[src/rtl/div16_seq_if.sv]
// Handshake and data bundle between the controller and the 16-bit sequential divider.
interface div16_seq_if;
  logic        start;
  logic [15:0] dividend;
  logic [15:0] divisor;
  logic        busy;
  logic        done;
  logic [15:0] quotient;
  logic [15:0] remainder;
  logic        div_by_zero;

  // Controller side: issues requests, observes results.
  modport master (
    output start, dividend, divisor,
    input  busy, done, quotient, remainder, div_by_zero
  );

  // Divider side: accepts requests, produces results.
  modport slave (
    input  start, dividend, divisor,
    output busy, done, quotient, remainder, div_by_zero
  );
endinterface

[src/rtl/div16_seq.sv]
// 16-bit unsigned restoring divider, one quotient bit per clock.
// Request accepted in IDLE; 16 RUN iterations; one-cycle done pulse in DONE.
// Divide-by-zero short-circuits straight to DONE with a saturated quotient.
module div16_seq (
  input  logic        clk,
  input  logic        rst_n,
  div16_seq_if.slave  bus
);

  localparam logic [1:0] S_IDLE = 2'd0;
  localparam logic [1:0] S_RUN  = 2'd1;
  localparam logic [1:0] S_DONE = 2'd2;

  logic [1:0]  r_state;
  logic [16:0] r_p;        // partial remainder
  logic [15:0] r_q;        // dividend shifting out, quotient shifting in
  logic [15:0] r_divisor;
  logic [3:0]  r_cnt;
  logic        r_busy;
  logic        r_done;
  logic [15:0] r_quot;
  logic [15:0] r_rem;
  logic        r_dbz;

  logic [16:0] w_t;
  logic [17:0] w_sum;
  logic        w_no_borrow;
  logic [16:0] w_p_next;
  logic [15:0] w_q_next;
  // P[16] is always 0 between iterations (P < divisor), so only the
  // shifted-in 17-bit trial value T needs the extra bit.
  logic        w_unused_bits;

  // One restoring step: trial subtract T - divisor as T + ~divisor + 1.
  always_comb begin
    w_t         = {r_p[15:0], r_q[15]};
    w_sum       = {1'b0, w_t} + {1'b0, ~{1'b0, r_divisor}} + 18'd1;
    w_no_borrow = w_sum[17];
    if (w_no_borrow) begin
      w_p_next = w_sum[16:0];
      w_q_next = {r_q[14:0], 1'b1};
    end else begin
      w_p_next = w_t;
      w_q_next = {r_q[14:0], 1'b0};
    end
  end

  assign w_unused_bits = &{r_p[16], w_p_next[16], 1'b0};

  // Control FSM, datapath registers and registered result outputs.
  always_ff @(posedge clk) begin
    if (!rst_n) begin
      r_state   <= S_IDLE;
      r_p       <= '0;
      r_q       <= '0;
      r_divisor <= '0;
      r_cnt     <= '0;
      r_busy    <= 1'b0;
      r_done    <= 1'b0;
      r_quot    <= '0;
      r_rem     <= '0;
      r_dbz     <= 1'b0;
    end else begin
      r_done <= 1'b0;
      case (r_state)
        S_IDLE: begin
          if (bus.start) begin
            r_busy <= 1'b1;
            if (bus.divisor == 16'd0) begin
              r_quot  <= 16'hFFFF;
              r_rem   <= bus.dividend;
              r_dbz   <= 1'b1;
              r_done  <= 1'b1;
              r_state <= S_DONE;
            end else begin
              r_q       <= bus.dividend;
              r_p       <= '0;
              r_cnt     <= '0;
              r_divisor <= bus.divisor;
              r_dbz     <= 1'b0;
              r_state   <= S_RUN;
            end
          end
        end
        S_RUN: begin
          r_p   <= w_p_next;
          r_q   <= w_q_next;
          r_cnt <= r_cnt + 4'd1;
          if (r_cnt == 4'd15) begin
            r_quot  <= w_q_next;
            r_rem   <= w_p_next[15:0];
            r_done  <= 1'b1;
            r_state <= S_DONE;
          end
        end
        S_DONE: begin
          r_busy  <= 1'b0;
          r_state <= S_IDLE;
        end
        default: begin
          r_busy  <= 1'b0;
          r_state <= S_IDLE;
        end
      endcase
    end
  end

  assign bus.busy        = r_busy;
  assign bus.done        = r_done;
  assign bus.quotient    = r_quot;
  assign bus.remainder   = r_rem;
  assign bus.div_by_zero = r_dbz;

endmodule
[src/flat_wrapper.sv]
// flat-port wrapper written by rule: the top's interface ports become plain ports
module div16_seq_flat 
  (clk, rst_n, bus_start, bus_dividend, bus_divisor, bus_busy, bus_done, bus_quotient, bus_remainder, bus_div_by_zero);
  div16_seq_if bus_i ();
  input  logic clk;
  input  logic rst_n;
  input wire logic [$bits(bus_i.start)-1:0] bus_start;
  input wire logic [$bits(bus_i.dividend)-1:0] bus_dividend;
  input wire logic [$bits(bus_i.divisor)-1:0] bus_divisor;
  output wire logic [$bits(bus_i.busy)-1:0] bus_busy;
  output wire logic [$bits(bus_i.done)-1:0] bus_done;
  output wire logic [$bits(bus_i.quotient)-1:0] bus_quotient;
  output wire logic [$bits(bus_i.remainder)-1:0] bus_remainder;
  output wire logic [$bits(bus_i.div_by_zero)-1:0] bus_div_by_zero;
  assign bus_i.start = bus_start;
  assign bus_i.dividend = bus_dividend;
  assign bus_i.divisor = bus_divisor;
  assign bus_busy = bus_i.busy;
  assign bus_done = bus_i.done;
  assign bus_quotient = bus_i.quotient;
  assign bus_remainder = bus_i.remainder;
  assign bus_div_by_zero = bus_i.div_by_zero;
  div16_seq u_core (.clk(clk), .rst_n(rst_n), .bus(bus_i));
endmodule
[config.mk]
export PLATFORM = sky130hd
export DESIGN_NAME = div16_seq_flat
export DESIGN_NICKNAME = d
export VERILOG_FILES = /design/src/rtl/div16_seq_if.sv /design/src/rtl/div16_seq.sv /design/src/flat_wrapper.sv
export SDC_FILE = /design/constraint.sdc
export NUM_CORES = 1
export LEC_CHECK = 0
export ABC_AREA = 1
export BUFFER_PORTS_ARGS = -buffer_cell sky130_fd_sc_hd__buf_2
export CAP_MARGIN = 15
export CORE_MARGIN = 8
export CORE_UTILIZATION = 35
export CTS_BUF_LIST = sky130_fd_sc_hd__clkbuf_8 sky130_fd_sc_hd__clkbuf_16
export CTS_CLUSTER_SIZE = 16
export DETAILED_ROUTE_END_ITERATION = 16
export HOLD_SLACK_MARGIN = 0.1
export PLACE_DENSITY = 0.62
export SLEW_MARGIN = 5
export SYNTH_ARGS = -nofsm -noshare
export SYNTH_HDL_FRONTEND = slang
export SYNTH_SLANG_ARGS = --single-unit
export TNS_END_PERCENT = 1
[constraint.sdc]
create_clock -name clk -period 2.2 [get_ports clk]
set_input_delay 0.44 -clock clk [delete_from_list [all_inputs] [get_ports clk]]
set_output_delay 0.44 -clock clk [all_outputs]
set_load 0.01 [all_outputs]
==> qor.txt <==
================================================================================
Run status ........................................................ finished clean
Depth of the worst register-to-register path ......................           13
RSZ-0062 raised after global routing ..............................           no
Most prevalent standard cell on the critical path ................. sky130_fd_sc_hd__nand2_1
DRC viols .........................................................            0
Global-route wire length before repair ............................     21820 um
Cell count after synthesis ........................................          731
Number of max-slew violations in the final report .................            0
Via count of the first global-routing pass ........................         4384
Antenna violations before repair ..................................            0
Fin cells .........................................................          975
Relative slew slack ...............................................       0.6886
Worst ir drop on vdd ..............................................    0.3016 mV
Avg Cell Area, Syn ................................................    6.670 um2
Biggest area contributors in the synthesized netlist .............. sky130_fd_sc_hd__dfxtp_1, sky130_fd_sc_hd__nand2_1, sky130_fd_sc_hd__inv_1, sky130_fd_sc_hd__nand3_1, sky130_fd_sc_hd__o21ai_0
Dpl hpwl ..........................................................      9720 um
Worst clock skew ..................................................  0.007726 ns
Worst reg2reg endpoint ............................................ u_core.r_p[11]
Sink Count ........................................................           89
Number of enable flip-flop cells after synthesis ..................            0
Initial DRC Count .................................................          296
Worst R2R Setup Slack .............................................      0.19 ns
Post-synthesis async set-or-reset flop share ......................            0
P_leak ............................................................  0.003150 uW
Proportion of netlist area held by the largest area contributor ...       0.3654
Total iterations of the first detailed-routing run ................            5
Floorplan die area ................................................    17960 um2
Net switching power ...............................................      1305 uW
Growth of design area from synthesis to finish ....................       18.40%
Initial Util ......................................................       0.3554
Count of antenna-violating nets left after detailed routing .......            0
Buffer type at the clock tree root ................................ sky130_fd_sc_hd__clkbuf_16
Highest-delay cell along the critical path ........................ sky130_fd_sc_hd__dfxtp_1
Net Count, Synth ..................................................          784
GR Util All Layers ................................................       0.1480
Clock period minus worst slack ....................................     2.014 ns
H-tree levels .....................................................            3
Cell Count Post-Placement .........................................          960
Synthesized flop and latch total ..................................           89
Routed via count ..................................................         4617
Commonest non-fill, non-tap cell in the layout .................... sky130_fd_sc_hd__nand2_1
Fraction of final layout cells with drive strength greater than 1 .       0.1560
Critical path class ...............................................      reg2reg
Diode insertion count for antenna repair ..........................            0
Commonest cells after routing, fill and taps aside ................ sky130_fd_sc_hd__nand2_1, sky130_fd_sc_hd__inv_1, sky130_fd_sc_hd__dfxtp_1
Maximum buffer depth of the clock tree ............................            2
Std cell rows .....................................................           43
GRT overflow ......................................................            0
Die height ........................................................     134.0 um
Endpoint required time on the critical path .......................      2.48 ns
Number of I/O pins ................................................           70
Cts bufs inserted .................................................            9
CTS clk-pin slew, worst paths .....................................      0.07 ns
Launching point of the worst reg2reg path ......................... u_core.r_p[6]
Top cell type by total area after synthesis ....................... sky130_fd_sc_hd__dfxtp_1
Clock latency on the worst-skew pair ..............................      0.33 ns
Number of nets at the end of the flow .............................          844
Worst Setup End Kind ..............................................         flop
Internal power summed over all cells ..............................      2815 uW
Wire per inst .....................................................     13.56 um
Critical path data arrival time ...................................      2.30 ns
Synth cell types ..................................................           33
Final period util .................................................       0.9156
Worst Max-Slew Pin Slew ...........................................    0.4671 ns
Hold Path Class ...................................................       in2reg
Post-Route Setup TNS ..............................................         0 ns
Setup Viol. Count Final ...........................................            0
Post-Synthesis Cell Area ..........................................     4876 um2
Pin count of the biggest net entering global routing ..............           84
Post-detailed-route via-to-cell ratio .............................        4.735
TritonCTS clock tree ..............................................         done
Slowest cell delay on critical path ...............................      0.43 ns
MaxCap Viol Count .................................................            0
Critical path destination ......................................... u_core.r_p[11]
Proportion of power drawn by combinational gates ..................        0.233
Share of power burned in the clock network ........................        0.347
Final hold violations .............................................            0
Core footprint ....................................................    13720 um2
Proportion of total power due to net switching ....................       0.3166
Sequential share of the synthesized area ..........................       0.3654
Number of warnings issued by yosys ................................            0
Die W .............................................................     134.0 um
Leading register cell type out of synthesis ....................... sky130_fd_sc_hd__dfxtp_1
Buffers added on ports ............................................           69
Ordered cell list for the critical path ........................... ha_1, nand2_1, inv_1, nand2_1, nand2_1, inv_1, nand3_2, nand2_4, buf_4, nand4_1, nand3_1, nand2_1, inv_1
Part of the power in registers ....................................        0.420
Critical path launch point type ...................................         flop
Post-detailed-routing wire length .................................     13220 um
Launching instance or port of the critical path ................... u_core.r_p[6]
Achievable clock frequency ........................................   0.4964 GHz
PwrDens ........................................................... 713.7 nW/um2
Largest fanout on the critical path ...............................           17
Final RePlAce weighted congestion .................................       0.9058
================================================================================
-- cell families (layout without fill, tap and decap cells) --
logic type	after synthesis	after routing	synth area share
DFF	89	89	0.3654
and+or+nand+nor	295	295	0.2671
buffers and inverters	174	238	0.1391
AOI/OAI and AO/OA	146	146	0.1645
adders and majority gates	18	18	0.04773
xor gates and xnor gates	9	9	0.01617
-- worst min path at each step --
stage	startpoint	to	slack, ns	cells after the start
floorplan	u_core.r_divisor[0]	u_core.r_divisor[0]	0.43	2
global placement	u_core.r_divisor[14]	u_core.r_divisor[14]	0.45	2
detailed placement	u_core.r_divisor[10]	u_core.r_divisor[10]	0.46	2
CTS	bus_divisor[7]	u_core.r_divisor[7]	0.40	3
global route	bus_divisor[11]	u_core.r_divisor[11]	0.41	3
finish	bus_divisor[6]	u_core.r_divisor[6]	0.40	3
-- state kept, by name (all words and copies together) (netlist names) --
name / flops
u_core.r_p: 16
u_core.bus.div_by_zero: 1
u_core.bus.busy: 1
u_core.bus.remainder: 16
u_core.bus.done: 1
u_core.r_q: 16
u_core.r_divisor: 16
u_core.r_state: 2
u_core.r_cnt: 4
u_core.bus.quotient: 16
-- metal layers --
metal | routed length [um] | share of wire | vias up | track usage
met5 | 0 | 0 | - | 0
met4 | 272 | 0.021 | 0 | 0.04866
met3 | 398 | 0.030 | 16 | 0.02431
met2 | 6531 | 0.49 | 85 | 0.2572
met1 | 6021 | 0.46 | 2063 | 0.1817
li1 | - | - | 2453 | -
-- power by group through the flow --
stage                     Combinational, uW  Clock, uW  Sequential (uW)
after floorplan                         687          0             1750
after global placement                  944          0             1770
after detailed placement                942          0             1770
after CTS                               949       1460             1730
after global routing                   1100       1520             1740
final                                   962       1430             1730
-- cell type report --
| class | count | area, um2 |
|---|---|---|
| Timing Repair Buffer | 84 | 520.5 |
| Fill cell | 1475 | 7946 |
| Tap cell | 180 | 225.2 |
| Sequential cell | 89 | 1782 |
| Clock buffer | 10 | 239.0 |
| Multi-Input combinational cell | 468 | 2454 |
| Inverter | 139 | 521.8 |
| Clock inverter | 5 | 31.28 |
-- critical path, delay by kind of cell (launching register included) --
family / cells / cell delay (ns)
buf+inv: 4 / 0.39
simple gates: 8 / 0.82
flops: 1 / 0.43
fa+ha+maj: 1 / 0.32
-- cell usage after synthesis (2+ instances only) --
cell type / number
sky130_fd_sc_hd__clkbuf_1: 20
sky130_fd_sc_hd__a21oi_1: 59
sky130_fd_sc_hd__ha_1: 17
sky130_fd_sc_hd__buf_2: 8
sky130_fd_sc_hd__nand4_1: 19
sky130_fd_sc_hd__nand3_1: 66
sky130_fd_sc_hd__nor3_1: 3
sky130_fd_sc_hd__xor2_1: 8
sky130_fd_sc_hd__buf_4: 2
sky130_fd_sc_hd__or2_2: 2
sky130_fd_sc_hd__nand2_2: 10
sky130_fd_sc_hd__o211ai_1: 17
sky130_fd_sc_hd__nand2_1: 155
sky130_fd_sc_hd__nor2_1: 33
sky130_fd_sc_hd__o21ai_0: 65
sky130_fd_sc_hd__and2_1: 2
sky130_fd_sc_hd__inv_1: 138
sky130_fd_sc_hd__buf_1: 4
sky130_fd_sc_hd__dfxtp_1: 89
-- timing repair --
action,in CTS,in global routing
setup endpoints to repair,0,9
gates resized for setup,0,5
hold endpoints to repair,0,0
hold buffers,0,0
setup buffers,0,0
-- stage by stage --
stage	instance area, um2	hold WS [ns]	utilization	power, uW	setup WS, ns
finish	5773	0.4015	0.4208	4120	0.1857
global route	5773	0.4106	0.4208	4356	0.008183
CTS	5752	0.4013	0.4192	4139	0.1740
detailed placement	5482	0.4577	0.3995	2708	0.1946
global placement	5482	0.4529	0.3995	2709	0.1991
floorplan	4876	0.4282	-	2439	0.3179
(Power assumes the default switching activity.)
